## src/rtl/mem_arbiter_if.sv

```systemverilog
`default_nettype none
// ============================================================================
// mem_arbiter_if : core request/ack bundle and RAM port for mem_arbiter
// Rev 1.0
// ============================================================================
interface mem_arbiter_if #(
    parameter int NCORE = 4
);
    logic [NCORE-1:0]    core_read;
    logic [NCORE-1:0]    core_write;
    logic [16*NCORE-1:0] core_read_adr;
    logic [16*NCORE-1:0] core_write_adr;
    logic [16*NCORE-1:0] core_write_dat;
    logic [NCORE-1:0]    core_ac;
    logic [15:0]         core_rdat;
    logic [10*NCORE-1:0] core_lock_adr;
    logic [NCORE-1:0]    core_lock_en;
    logic [NCORE-1:0]    core_unlock_en;
    logic [NCORE-1:0]    core_lock_ac;
    logic [15:0]         ram_radr;
    logic [15:0]         ram_wadr;
    logic [15:0]         ram_wdat;
    logic                ram_we;
    logic [15:0]         ram_rdat;

    // Environment side: cores issue requests, the RAM returns read data.
    modport master (
        output core_read, core_write, core_read_adr, core_write_adr, core_write_dat,
        output core_lock_adr, core_lock_en, core_unlock_en, ram_rdat,
        input  core_ac, core_rdat, core_lock_ac, ram_radr, ram_wadr, ram_wdat, ram_we
    );

    modport slave (
        input  core_read, core_write, core_read_adr, core_write_adr, core_write_dat,
        input  core_lock_adr, core_lock_en, core_unlock_en, ram_rdat,
        output core_ac, core_rdat, core_lock_ac, ram_radr, ram_wadr, ram_wdat, ram_we
    );
endinterface
`default_nettype wire

```

## src/rtl/mem_arbiter.sv

```systemverilog
`default_nettype none
// ============================================================================
// mem_arbiter : round-robin RAM arbiter; lock table enabled by MEM_ARBITER_LOCK_EN
// Rev 1.0
// ============================================================================
module mem_arbiter #(
    parameter int NCORE = 4,
    parameter int NLOCK = 8
) (
    input  logic         clk,
    input  logic         reset,
    mem_arbiter_if.slave bus
);
    localparam int OW = (NCORE > 1) ? $clog2(NCORE) : 1;
    localparam logic [OW-1:0] c_last = OW'(NCORE - 1);

    typedef enum logic [1:0] {
        S_IDLE = 2'd0,
        S_MEM  = 2'd1,
        S_ACK  = 2'd2
    } state_t;

    function automatic logic [OW-1:0] f_next(input logic [OW-1:0] p);
        return (p == c_last) ? '0 : p + 1'b1;
    endfunction

    // Returns {found, index} of the first set bit at or after ptr, wrapping.
    function automatic logic [OW:0] f_rr_pick(input logic [NCORE-1:0] req,
                                              input logic [OW-1:0]    ptr);
        logic          found;
        logic [OW-1:0] idx;
        found = 1'b0;
        idx   = '0;
        for (int k = 0; k < NCORE; k++) begin
            int j;
            j = (int'(ptr) + k) % NCORE;
            if (!found && req[j]) begin
                found = 1'b1;
                idx   = OW'(j);
            end
        end
        return {found, idx};
    endfunction

    // ------------------------------------------------------------------------
    // Memory transaction FSM
    // ------------------------------------------------------------------------
    state_t           r_state;
    state_t           w_state_nxt;
    logic [OW-1:0]    r_ptr;
    logic [OW-1:0]    r_gnt;
    logic             r_rd;
    logic             r_wr;
    logic [15:0]      r_radr;
    logic [15:0]      r_wadr;
    logic [15:0]      r_wdat;
    logic [NCORE-1:0] w_req;
    logic             w_mpick_ok;
    logic [OW-1:0]    w_mpick_g;
    logic [NCORE-1:0] w_core_ac;
    logic [15:0]      w_core_rdat;
    logic             w_ram_we;

    assign w_req = bus.core_read | bus.core_write;
    assign {w_mpick_ok, w_mpick_g} = f_rr_pick(w_req, r_ptr);

    always_ff @(posedge clk or negedge reset) begin
        if (!reset) begin
            r_state <= S_IDLE;
            r_ptr   <= '0;
            r_gnt   <= '0;
            r_rd    <= 1'b0;
            r_wr    <= 1'b0;
            r_radr  <= '0;
            r_wadr  <= '0;
            r_wdat  <= '0;
        end else begin
            r_state <= w_state_nxt;
            if (r_state == S_IDLE && w_mpick_ok) begin
                r_gnt  <= w_mpick_g;
                r_rd   <= bus.core_read[w_mpick_g];
                r_wr   <= bus.core_write[w_mpick_g];
                r_radr <= bus.core_read_adr[16*w_mpick_g +: 16];
                r_wadr <= bus.core_write_adr[16*w_mpick_g +: 16];
                r_wdat <= bus.core_write_dat[16*w_mpick_g +: 16];
            end
            if (r_state == S_ACK) begin
                r_ptr <= f_next(r_gnt);
            end
        end
    end

    always_comb begin
        w_state_nxt = r_state;
        w_core_ac   = '0;
        w_core_rdat = '0;
        w_ram_we    = 1'b0;
        case (r_state)
            S_IDLE: begin
                if (w_mpick_ok) begin
                    w_state_nxt = S_MEM;
                end
            end
            S_MEM: begin
                // RAM samples the write here, so it commits on the MEM->ACK edge.
                w_ram_we    = r_wr;
                w_state_nxt = S_ACK;
            end
            S_ACK: begin
                w_core_ac[r_gnt] = 1'b1;
                if (r_rd) begin
                    w_core_rdat = bus.ram_rdat;
                end
                w_state_nxt = S_IDLE;
            end
            default: begin
                w_state_nxt = S_IDLE;
            end
        endcase
    end

    assign bus.core_ac   = w_core_ac;
    assign bus.core_rdat = w_core_rdat;
    assign bus.ram_radr  = r_radr;
    assign bus.ram_wadr  = r_wadr;
    assign bus.ram_wdat  = r_wdat;
    assign bus.ram_we    = w_ram_we;

    // ------------------------------------------------------------------------
    // Lock unit: one lock/unlock operation per cycle, round-robin
    // ------------------------------------------------------------------------
    logic [NCORE-1:0] r_lock_ac;
    logic [OW-1:0]    r_lptr;
    logic [NCORE-1:0] w_lreq;
    logic             w_lpick_ok;
    logic [OW-1:0]    w_lpick_g;
    logic             w_lock_ok;

    // A core whose ack is visible this cycle has not yet dropped its request.
    assign w_lreq = (bus.core_lock_en | bus.core_unlock_en) & ~r_lock_ac;
    assign {w_lpick_ok, w_lpick_g} = f_rr_pick(w_lreq, r_lptr);
    assign bus.core_lock_ac = r_lock_ac;

    always_ff @(posedge clk or negedge reset) begin
        if (!reset) begin
            r_lock_ac <= '0;
            r_lptr    <= '0;
        end else begin
            r_lock_ac <= '0;
            if (w_lock_ok) begin
                r_lock_ac[w_lpick_g] <= 1'b1;
            end
            // Advance even on a refused lock so a stalled core cannot starve the rest.
            if (w_lpick_ok) begin
                r_lptr <= f_next(w_lpick_g);
            end
        end
    end

`ifdef MEM_ARBITER_LOCK_EN
    localparam int LW = (NLOCK > 1) ? $clog2(NLOCK) : 1;

    logic [NLOCK-1:0]    r_lk_valid;
    logic [10*NLOCK-1:0] r_lk_adr;
    logic [OW*NLOCK-1:0] r_lk_own;
    logic [9:0]          w_lk_adr;
    logic                w_unlock;
    logic                w_hit;
    logic                w_hit_mine;
    logic [LW-1:0]       w_hit_idx;
    logic                w_free;
    logic [LW-1:0]       w_free_idx;

    always_comb begin
        w_lk_adr   = bus.core_lock_adr[10*w_lpick_g +: 10];
        w_unlock   = bus.core_unlock_en[w_lpick_g];
        w_hit      = 1'b0;
        w_hit_mine = 1'b0;
        w_hit_idx  = '0;
        w_free     = 1'b0;
        w_free_idx = '0;
        for (int e = 0; e < NLOCK; e++) begin
            if (!w_hit && r_lk_valid[e] && r_lk_adr[10*e +: 10] == w_lk_adr) begin
                w_hit      = 1'b1;
                w_hit_idx  = LW'(e);
                w_hit_mine = (r_lk_own[OW*e +: OW] == w_lpick_g);
            end
            if (!w_free && !r_lk_valid[e]) begin
                w_free     = 1'b1;
                w_free_idx = LW'(e);
            end
        end
        w_lock_ok = w_lpick_ok && (w_unlock || (w_hit ? w_hit_mine : w_free));
    end

    always_ff @(posedge clk or negedge reset) begin
        if (!reset) begin
            r_lk_valid <= '0;
            r_lk_adr   <= '0;
            r_lk_own   <= '0;
        end else if (w_lpick_ok) begin
            if (w_unlock) begin
                if (w_hit && w_hit_mine) begin
                    r_lk_valid[w_hit_idx] <= 1'b0;
                end
            end else if (!w_hit && w_free) begin
                r_lk_valid[w_free_idx]           <= 1'b1;
                r_lk_adr[10*w_free_idx +: 10]    <= w_lk_adr;
                r_lk_own[OW*w_free_idx +: OW]    <= w_lpick_g;
            end
        end
    end
`else
    localparam int c_unused_nlock = NLOCK;
    logic w_unused_lock;

    // Without a table every lock or unlock is granted as soon as it is picked.
    assign w_lock_ok     = w_lpick_ok;
    assign w_unused_lock = ^bus.core_lock_adr;
`endif

endmodule
`default_nettype wire

```

## src/flat_wrapper.sv

```systemverilog
// flat-port wrapper written by rule: the top's interface ports become plain ports
module mem_arbiter_flat 
#(
    parameter int NCORE = 4,
    parameter int NLOCK = 8
)
  (clk, reset, bus_core_read, bus_core_write, bus_core_read_adr, bus_core_write_adr, bus_core_write_dat, bus_core_lock_adr, bus_core_lock_en, bus_core_unlock_en, bus_ram_rdat, bus_core_ac, bus_core_rdat, bus_core_lock_ac, bus_ram_radr, bus_ram_wadr, bus_ram_wdat, bus_ram_we);
  mem_arbiter_if #(.NCORE(NCORE)) bus_i ();
  input  logic clk;
  input  logic reset;
  input wire logic [$bits(bus_i.core_read)-1:0] bus_core_read;
  input wire logic [$bits(bus_i.core_write)-1:0] bus_core_write;
  input wire logic [$bits(bus_i.core_read_adr)-1:0] bus_core_read_adr;
  input wire logic [$bits(bus_i.core_write_adr)-1:0] bus_core_write_adr;
  input wire logic [$bits(bus_i.core_write_dat)-1:0] bus_core_write_dat;
  input wire logic [$bits(bus_i.core_lock_adr)-1:0] bus_core_lock_adr;
  input wire logic [$bits(bus_i.core_lock_en)-1:0] bus_core_lock_en;
  input wire logic [$bits(bus_i.core_unlock_en)-1:0] bus_core_unlock_en;
  input wire logic [$bits(bus_i.ram_rdat)-1:0] bus_ram_rdat;
  output wire logic [$bits(bus_i.core_ac)-1:0] bus_core_ac;
  output wire logic [$bits(bus_i.core_rdat)-1:0] bus_core_rdat;
  output wire logic [$bits(bus_i.core_lock_ac)-1:0] bus_core_lock_ac;
  output wire logic [$bits(bus_i.ram_radr)-1:0] bus_ram_radr;
  output wire logic [$bits(bus_i.ram_wadr)-1:0] bus_ram_wadr;
  output wire logic [$bits(bus_i.ram_wdat)-1:0] bus_ram_wdat;
  output wire logic [$bits(bus_i.ram_we)-1:0] bus_ram_we;
  assign bus_i.core_read = bus_core_read;
  assign bus_i.core_write = bus_core_write;
  assign bus_i.core_read_adr = bus_core_read_adr;
  assign bus_i.core_write_adr = bus_core_write_adr;
  assign bus_i.core_write_dat = bus_core_write_dat;
  assign bus_i.core_lock_adr = bus_core_lock_adr;
  assign bus_i.core_lock_en = bus_core_lock_en;
  assign bus_i.core_unlock_en = bus_core_unlock_en;
  assign bus_i.ram_rdat = bus_ram_rdat;
  assign bus_core_ac = bus_i.core_ac;
  assign bus_core_rdat = bus_i.core_rdat;
  assign bus_core_lock_ac = bus_i.core_lock_ac;
  assign bus_ram_radr = bus_i.ram_radr;
  assign bus_ram_wadr = bus_i.ram_wadr;
  assign bus_ram_wdat = bus_i.ram_wdat;
  assign bus_ram_we = bus_i.ram_we;
  mem_arbiter #(.NCORE(NCORE), .NLOCK(NLOCK)) u_core (.clk(clk), .reset(reset), .bus(bus_i));
endmodule
```

## config.mk

```make
export PLATFORM = sky130hd
export DESIGN_NAME = mem_arbiter_flat
export DESIGN_NICKNAME = d
export VERILOG_FILES = /design/src/rtl/mem_arbiter_if.sv /design/src/rtl/mem_arbiter.sv /design/src/flat_wrapper.sv
export SDC_FILE = /design/constraint.sdc
export NUM_CORES = 1
export LEC_CHECK = 0
export CORE_AREA = 2 2 131 133
export CTS_CLUSTER_SIZE = 24
export DETAILED_ROUTE_END_ITERATION = 7
export DIE_AREA = 0 0 133 135
export PLACE_DENSITY = 0.69
export SYNTH_ARGS = -nofsm -noshare
export SYNTH_HDL_FRONTEND = slang
export SYNTH_SLANG_ARGS = --single-unit
```

## constraint.sdc

```tcl
create_clock -name clk -period 1.9 [get_ports clk]
set_input_delay 0.19 -clock clk [delete_from_list [all_inputs] [get_ports clk]]
set_output_delay 0.19 -clock clk [all_outputs]
set_load 0.02 [all_outputs]
```

### Yosys cells after proc, flatten, opt, wreduce, memory -nomap -nowiden

Cells that the tools add are included.
Widths: inputs -> output; s select.

| operators by class | value |
|---|---|
| $add $sub $neg | 8 |
| magnitude comparators | 13 |
| equality and inequality tests | 5 |
| shift-type cells | 3 |
| muxes and demuxes | 55 |
| bitwise gates (word level) | 10 |
| reduce and logical (&&, ||, !) cells | 22 |

Operators with widths:

| kind | number |
|---|---|
| $shiftx 64x7->16 | 3 |
| $mux 16 | 2 |
| $mux 1 | 27 |
| $lt 3x4->1 const B | 6 |
| $mux 2 | 11 |
| $bmux 1 s2 | 10 |
| $lt 2x3->1 const B | 5 |
| $reduce_or 2->1 | 6 |
| $logic_and 1x1->1 | 9 |
| $add 2x1->2 const B | 4 |
| $add 2x2->2 const B | 4 |
| $mux 4 | 2 |
| $or 4x4->4 | 2 |
| $and 1x1->1 const A | 6 |
| $eq 2x2->1 const B | 3 |
| $logic_not 1->1 | 6 |
| $and 4x4->4 | 1 |
| $demux 1 s2 | 2 |
| $ge 2x1->1 const B | 2 |
| $not 4->4 | 1 |
| $pmux 2 s2 | 1 |
| $eq 2x1->1 const B | 1 |
| $logic_not 2->1 | 1 |
| $ne 2x1->1 const B | 1 |

| word-level totals | value |
|---|---|
| bits in registers | 62 |
| input port bits | 266 |
| output and inout bits | 73 |
| logic and storage cells | 126 |

### Longest topological paths before layout

Gate-level depths: netlist of run 1.

| depth | value |
|---|---|
| word-level depth | 19 |
| mapped depth | 8 |
| gate-level depth less buffers | 7 |

### Least setup slack after synthesis of run 1

No wires, ideal clock.

| timing | value |
|---|---|
| path type | flip-flop to flip-flop |
| start point | register u_core.r_ptr[1] |
| end point | register u_core.r_rd |
| setup time | 0.134 ns |
| data arrival time | 1.657 ns |
| required time | 1.766 ns |
| path slack | 0.109 ns |
| stages on the path, launching flop included | 8 |
| path buffers | 2 |
| clock period less this slack | 1.791 ns |
| path through | dfrtp_1 > buf_2 > nor3_2 > a211oi_2 > nor3_2 > buf_2 > mux2i_1 > o211ai_1 |

| between the ends | value |
|---|---|
| word-level cells in the longest chain between the ends | 14 |
| elaborated cells between the ends (all ways) | 31 |
| classes of those cells | 3 x add/sub; 21 x mux; 7 x reduce/logical |

RTL lines:

| item | RTL line | RTL |
|---|---|---|
| start: declaration | mem_arbiter.sv:50 | `logic [OW-1:0] r_ptr;` |
| start signal: assignment | mem_arbiter.sv:88 | `r_ptr <= f_next(r_gnt);` |
| $add 2x1->2 or $bmux 1 s2 (tied branches) | mem_arbiter.sv:36, mem_arbiter.sv:37 |  |
| $bmux 1 s2 or $mux 1 (tied branches) | mem_arbiter.sv:37 | `if (!found && req[j]) begin` |
| $mux 1 (implied by the code) | mem_arbiter.sv:37 |  |
| $mux 1 (implied by the code) or $logic_not 1->1 (tied branches) | mem_arbiter.sv:37 |  |
| $logic_and 1x1->1 | mem_arbiter.sv:37 |  |
| $mux 1 | mem_arbiter.sv:37 |  |
| $logic_not 1->1 | mem_arbiter.sv:37 |  |
| $logic_and 1x1->1 | mem_arbiter.sv:37 |  |
| $mux 1 | mem_arbiter.sv:37 |  |
| $logic_not 1->1 | mem_arbiter.sv:37 |  |
| $logic_and 1x1->1 | mem_arbiter.sv:37 |  |
| $mux 2 | mem_arbiter.sv:37 |  |
| $bmux 1 s2 | mem_arbiter.sv:81 | `r_rd <= bus.core_read[w_mpick_g];` |
| $mux 1 (implied by the code) | mem_arbiter.sv:81 |  |
| end signal: assignment | mem_arbiter.sv:81 |  |
| end: declaration | mem_arbiter.sv:52 | `logic r_rd;` |

Several ways; a longest one is shown, not always the timed one. The select of a mux whose other input is x is not followed.
A chain may end at the register's enable or synchronous reset.

### Final worst setup path of run 1

| timing | value |
|---|---|
| start point | register u_core.r_ptr[1] |
| end point | register u_core.r_radr[13] (netlist: u_core.bus.ram_radr[13]) |

| between the ends | value |
|---|---|
| word-level cells in the longest chain between the ends | 13 |
| elaborated cells between the ends (all ways) | 30 |
| classes of those cells | 3 x add/sub; 1 x shift; 19 x mux; 7 x reduce/logical |

RTL lines:

| item | RTL line | RTL |
|---|---|---|
| $add 2x1->2 or $bmux 1 s2 (tied branches) | mem_arbiter.sv:36, mem_arbiter.sv:37 |  |
| $bmux 1 s2 or $mux 1 (tied branches) | mem_arbiter.sv:37 |  |
| $mux 1 (implied by the code) | mem_arbiter.sv:37 |  |
| $mux 1 (implied by the code) or $logic_not 1->1 (tied branches) | mem_arbiter.sv:37 |  |
| $logic_and 1x1->1 | mem_arbiter.sv:37 |  |
| $mux 1 | mem_arbiter.sv:37 |  |
| $logic_not 1->1 | mem_arbiter.sv:37 |  |
| $logic_and 1x1->1 | mem_arbiter.sv:37 |  |
| $mux 1 | mem_arbiter.sv:37 |  |
| $logic_not 1->1 | mem_arbiter.sv:37 |  |
| $logic_and 1x1->1 | mem_arbiter.sv:37 |  |
| $mux 2 or $mux 1 (tied branches) | mem_arbiter.sv:37 |  |
| $shiftx 64x7->16 or $logic_and 1x1->1 (tied branches) | mem_arbiter.sv:83, mem_arbiter.sv:79 |  |
| end signal: assignment | mem_arbiter.sv:83 | `r_radr <= bus.core_read_adr[16*w_mpick_g +: 16];` |
| end: declaration | mem_arbiter.sv:54 | `logic [15:0] r_radr;` |

Several ways; a longest one is shown, not always the timed one. The select of a mux whose other input is x is not followed.

==> impl_metrics.ini, run 1 <==
[yosys]
synth_seq_cells = 62
synth_top_area_share_pct = 33.6
ys_seq_area_share_pct = 33.6
synth_warnings = 0
synth_common_cells = 62 x dfrtp_1, 53 x nand2_1, 50 x mux2i_1, 50 x o211ai_1, 50 x o31a_1
synth_area_leaders = dfrtp_1 34%, mux2i_1 11%, o31a_1 9.5%, and4_1 9.1%, o211ai_1 8.1%
ys_async_sr_fraction_pct = 100
synth_top_area_cell = dfrtp_1
synth_edf_count = 0
postSynthAreaPerCell_um2 = 9.03
yosys.cell_types.count = 38
synthesis.area_um2 = 4620
synth_top_flop_cell = dfrtp_1
synthesis.nets = 786
yosysMostFrequentCell = dfrtp_1
postSynthCellCount = 512

[power]
internal-power_w = 0.00715
switchingPower_w = 0.00513
p_per_area_nw_per_um2 = 1390
p_clk_share_pct = 12.3
p_leak_nw = 3.70
p_seq_share_pct = 19.8
switching_share_pct = 41.8
ir_worst_vdd_mv = 0.590
p_comb_share_pct = 67.9

[floorplan]
core_area_um2 = 16400
start_util_pct = 28.2
ios = 339
die_y_um = 135
die_width_um = 133
dieArea_um2 = 18000
std_cell_rows = 47

[global_route]
grt_antenna_before_repair = 0
grt_max_degree = 63
grt_pass1_wl_um = 30400
gr-total-overflow = 0
gr-usage-all-layers_pct = 21.6
grt_pass1_vias = 5519

[sta]
max_slew_margin_pct = 73.7
period_share_pct = 100
finalHoldViolations = 0
tightest_slew_ns = 0.395
drv_slew = 0
fin_crit_ns = 1.90
fin_tns_setup_ns = 0
setup_viol = 0
clock_skew_ns = 0.00952
grt_setup_unrepaired = true
clock.fmax_mhz = 527

[setup_path]
cpMostUsedCell = buf_6
cp_slowest_cell = dfrtp_2
startpoint = u_core.r_ptr[1]
arrival_ns = 2.14
path_class = register to register
critPathLaunchType = register
end_kind = register
cp_max_fo = 8
timing.rr.end = u_core.bus.ram_radr[13]
r2r_setup_slack_ns = 0.0007
setup.worst_path.end = u_core.bus.ram_radr[13]
reg2reg_depth = 9
r2r-start = u_core.r_ptr[1]
required_ns = 2.14
cp_cell_sequence = buf_6 -> buf_6 -> nor3_4 -> nor3_4 -> buf_6 -> buf_12 -> buf_12 -> mux2i_4 -> o211ai_1
cpPeakStageDelay_ns = 0.45

[run]
max-cap-violations = 0

[finish]
design_area_um2 = 8860
fillers = 1505
areaGrowthSynthToFinish_pct = 91.8
post_route_cells_drive_above_1_share_pct = 14.0
layout.nets = 1114

[detailed_routing]
routedWlPerCell_um = 18.9
ant_nets = 0
vias = 5499
drtIter0Drc = 209
viasPerCell = 5.17
dr.pass1.iters = 4
drc = 0
wirelength_um = 20100

[placed_design]
placed_area_um2 = 8350
place.gp.congestion = 0.851
dp_hpwl_um = 14600
io_buffers = 298

[cts]
tritoncts = done
cts_made_buffers = 9
htreeDepth = 3
clock-root-buffer = clkbuf_16
clkTransAtPathRegs_ns = 0.06
clockBufferDepth = 2
clock_latency_ns = 0.33
cts_sinks = 62

[hold_path]
hold_class = input port to async pin

[outcome]
status = complete, no violations
==> final cells by class <==
| class | count | area (um^2) | area share [%] |
|---|---|---|---|
| diodes | 1 | 2.50 | 0.0282 |
| clock buffers | 11 | 253 | 2.85 |
| clock inverters | 2 | 10.0 | 0.113 |
| inverters | 6 | 22.5 | 0.254 |
| multi-input cells | 389 | 2990 | 33.7 |
| flip-flops and latches | 62 | 1550 | 17.5 |
| well taps | 220 | 275 | 3.11 |
| repair buffers | 372 | 3760 | 42.4 |
==> critical path: cells and delay by family, from the launching register on <==
kind	cells	cell delay [ns]
simple gates	2	0.33
buf+inv	5	0.68
mux	1	0.18
compound gates	1	0.17
flops	1	0.45
==> flip-flops by register name, summed over array words and instances, names as in the netlist <==
| name | flops |
|---|---|
| u_core.bus.ram_radr | 16 |
| u_core.bus.ram_wadr | 16 |
| u_core.bus.ram_wdat | 16 |
| u_core.bus.core_lock_ac | 4 |
| u_core.r_gnt | 2 |
| u_core.r_lptr | 2 |
| u_core.r_ptr | 2 |
| u_core.r_state | 2 |
| u_core.r_rd | 1 |
| u_core.r_wr | 1 |
==> per-stage QoR <==
step                      hold slack, ns  power [W]  util [%]  setup WS (ns)  instances
final                              0.408     0.0123      54.0       0.000740       1063
after detailed placement           0.237     0.0103      50.9         -0.395       1039
after CTS                          0.427     0.0120      52.9        0.00409       1056
after global routing               0.436     0.0131      54.0        -0.0952       1062
after global placement             0.236     0.0102      50.9         -0.372       1039
after floorplan                   -0.106    0.00651         -          0.109        512
==> power by group through the flow <==
stage,Combinational [W],Sequential [W],Clock (W)
global route,0.00895,0.00252,0.00160
global placement,0.00776,0.00242,0
floorplan,0.00352,0.00299,0
CTS,0.00801,0.00244,0.00155
finish,0.00834,0.00243,0.00151
detailed placement,0.00788,0.00243,0
==> placed cells by master (no fill, tap or decap), types with 11 or more instances in the layout <==
| cell | instances |
|---|---|
| o21ai_1 | 33 |
| nand2_1 | 52 |
| clkdlybuf4s50_1 | 274 |
| and3_1 | 18 |
| dlygate4sd2_1 | 23 |
| o21ai_0 | 21 |
| buf_12 | 14 |
| mux2i_1 | 37 |
| o31a_1 | 50 |
| nor2_1 | 11 |
| o211ai_1 | 50 |
| buf_4 | 47 |
| dfrtp_1 | 61 |
| and4_1 | 48 |
==> routing by layer <==
layer	vias up	wire [um]	global-route usage, %
li1	2620	-	-
met1	2620	8290	26.4
met2	226	10000	37.3
met3	33	1280	4.43
met4	0	477	8.72
met5	-	0	0
==> worst min-delay path by stage <==
| stage | startpoint | endpoint | slack (ns) | cells after the start |
|---|---|---|---|---|
| finish | reset | u_core.bus.ram_wdat[5] | 0.41 | 3 |
| global placement | reset | u_core.bus.ram_wadr[6] | 0.24 | 2 |
| CTS | reset | u_core.bus.ram_wdat[5] | 0.43 | 3 |
| floorplan | reset | u_core.bus.core_lock_ac[0] | -0.11 | 0 |
| global route | reset | u_core.bus.ram_wdat[5] | 0.44 | 3 |
| detailed placement | reset | u_core.bus.ram_wdat[5] | 0.24 | 2 |
==> cell families after synthesis <==
kind of cell | after synthesis | share of synthesized area (%)
compound gates | 177 | 27.0
fa+ha+maj | 8 | 2.17
buf+inv | 61 | 5.55
flops | 62 | 33.6
mux | 53 | 11.6
simple gates | 151 | 20.2
==> repair_timing <==
action                                  4_1_cts  5_1_grt
endpoints found under the hold margin        62        0
pin swaps                                     0        8
endpoints found under the setup margin       61       46
resized for setup                            33       30
hold buffers                                  1        0
buffers inserted                              2        6
cloned                                        1        1
No activity file was read; power rests on OpenSTA's default activity.
==> run 2: changes to the inputs <==
--- a/config.mk
+++ b/config.mk
@@ -5,11 +5,13 @@
 export SDC_FILE = /design/constraint.sdc
 export NUM_CORES = 1
 export LEC_CHECK = 0
-export CORE_AREA = 2 2 131 133
+export CAP_MARGIN = 0
+export CORE_AREA = 2 2 133 135
 export CTS_CLUSTER_SIZE = 24
 export DETAILED_ROUTE_END_ITERATION = 7
-export DIE_AREA = 0 0 133 135
-export PLACE_DENSITY = 0.69
+export DIE_AREA = 0 0 135 137
+export DONT_BUFFER_PORTS = 1
+export PLACE_DENSITY = 0.41
 export SYNTH_ARGS = -nofsm -noshare
 export SYNTH_HDL_FRONTEND = slang
 export SYNTH_SLANG_ARGS = --single-unit
==> run 2 against run 1 <==
Via count decreased by 22%. Wire length decreased by 14%. Hold slack got worse by 0.33 ns. Sequential cell count unchanged. Clock skew decreased by 0.0017 ns. Critical path depth decreased by 2. Design area decreased by 38%. Non-clock buffer count decreased by 330. Die area increased by 3.0%. Sequential power increased by 31%. Register-to-register slack improved by 0.09 ns. Combinational power decreased by 37%. Largest cell class is now multi-input gates.
==> impl_metrics.ini, run 2 (synthesis gave the netlist of run 1 again) <==
[outcome]
status = complete, no violations

[global_route]
grt_pass1_wl_um = 25100
gr-usage-all-layers_pct = 18.0
grt_max_degree = 63
grt_pass1_vias = 4275
grt_antenna_before_repair = 0
gr-total-overflow = 0

[placed_design]
dp_hpwl_um = 12200
place.gp.congestion = 0.802
io_buffers = 0
post-place-cells = 717

[setup_path]
cp_max_fo = 12
arrival_ns = 2.06
timing.rr.end = u_core.bus.ram_wadr[3]
r2r_setup_slack_ns = 0.09
setup.worst_path.end = u_core.bus.ram_wadr[3]
critPathLaunchType = register
end_kind = register
path_class = register to register
required_ns = 2.15
reg2reg_depth = 7
r2r-start = u_core.r_ptr[1]
startpoint = u_core.r_ptr[1]

[finish]
areaGrowthSynthToFinish_pct = 19.2
layout.nets = 784
stdcell_count = 741
post_route_cells_drive_above_1_share_pct = 13.8
layout_commonest_cell = dfrtp_1
final_cell_mix = 60 x dfrtp_1, 52 x nand2_1, 50 x mux2i_1, 50 x o31a_1, 50 x o211ai_1

[floorplan]
core_area_um2 = 17100
die_width_um = 135
std_cell_rows = 48
ios = 339
dieArea_um2 = 18500
start_util_pct = 27.1
die_y_um = 137

[sta]
max_slew_margin_pct = 73.4
period_share_pct = 95.2
finalHoldViolations = 0
setup_viol = 0
fin_tns_setup_ns = 0
tightest_slew_ns = 0.397
drv_slew = 0
holdWs_ns = 0.0787
fin_crit_ns = 1.81
clock_skew_ns = 0.00784
clock.fmax_mhz = 553

[detailed_routing]
wirelength_um = 17300
ant_nets = 0
drc = 0
routedWlPerCell_um = 23.3
drtIter0Drc = 189
vias = 4266
dr.pass1.iters = 4
viasPerCell = 5.76

[cts]
clockBufferDepth = 2
clkTransAtPathRegs_ns = 0.06
cts_made_buffers = 9
clock_latency_ns = 0.34
tritoncts = done
htreeDepth = 3
cts_sinks = 62
clock-root-buffer = clkbuf_16

[hold_path]
hold_path_startpoint = bus_core_read_adr[13]
hold_class = input port to register

[run]
max-cap-violations = 0

[power]
ir_worst_vdd_mv = 0.556
p_per_area_nw_per_um2 = 1810
p_leak_nw = 2.28
[run 2: worst min path at each step]
| stage | endpoint | depth (start not counted) |
|---|---|---|
| global route | u_core.bus.ram_wadr[1] | 2 |
| CTS | u_core.bus.ram_radr[13] | 2 |
| finish | u_core.bus.ram_radr[13] | 2 |
| floorplan | u_core.bus.core_lock_ac[0] | 0 |
| detailed placement | u_core.bus.ram_radr[10] | 0 |
| global placement | u_core.bus.ram_radr[15] | 0 |
[run 2: critical path: stages, from the launching register on]
cell      delay [ns]
dfrtp_2         0.46
o21a_1          0.14
o311a_1         0.35
nor4_4          0.20
buf_4           0.20
buf_8           0.15
o21ai_0         0.12
o211ai_1        0.11
[run 2: routing by layer]
layer | track usage, % | part of all wire (%)
met3 | 4.07 | 6.9
met5 | 0 | 0
met1 | 22.3 | 42
met4 | 7.47 | 2.2
met2 | 30.3 | 49
[run 2: repair_timing]
item	CTS	global route
resized for setup	5	17
hold buffers	2	0
hold endpoints to repair	62	0
pin swaps	3	4
buffers inserted	1	2
cloned	1	1
setup endpoints to repair	22	52
[run 2: layout make-up]
cell class	count	area (um^2)
antenna	2	5.00
clock buffer	14	264
clock inverter	1	5.00
fill	1798	11500
inverter	6	22.5
multi-input combinational	389	2890
sequential	62	1550
tap	225	282
timing repair buffer	42	493
[run 2: per-stage QoR]
stage | instance area (um^2) | utilization, % | power [W] | setup slack, ns
CTS | 5460 | 32.0 | 0.00999 | -0.0133
global placement | 5090 | 29.8 | 0.00807 | -0.00899
finish | 5510 | 32.3 | 0.00999 | 0.0917
detailed placement | 5090 | 29.8 | 0.00817 | -0.0508
floorplan | 4620 | - | 0.00651 | 0.109
global route | 5510 | 32.3 | 0.0107 | -0.00338
[run 2: report_power, final]
group | internal, W | total, W | switching [W] | leakage (nW)
Clock | 0.000945 | 0.00153 | 0.000586 | 0.133
Combinational | 0.00236 | 0.00527 | 0.00291 | 1.38
Sequential | 0.00200 | 0.00318 | 0.00119 | 0.765
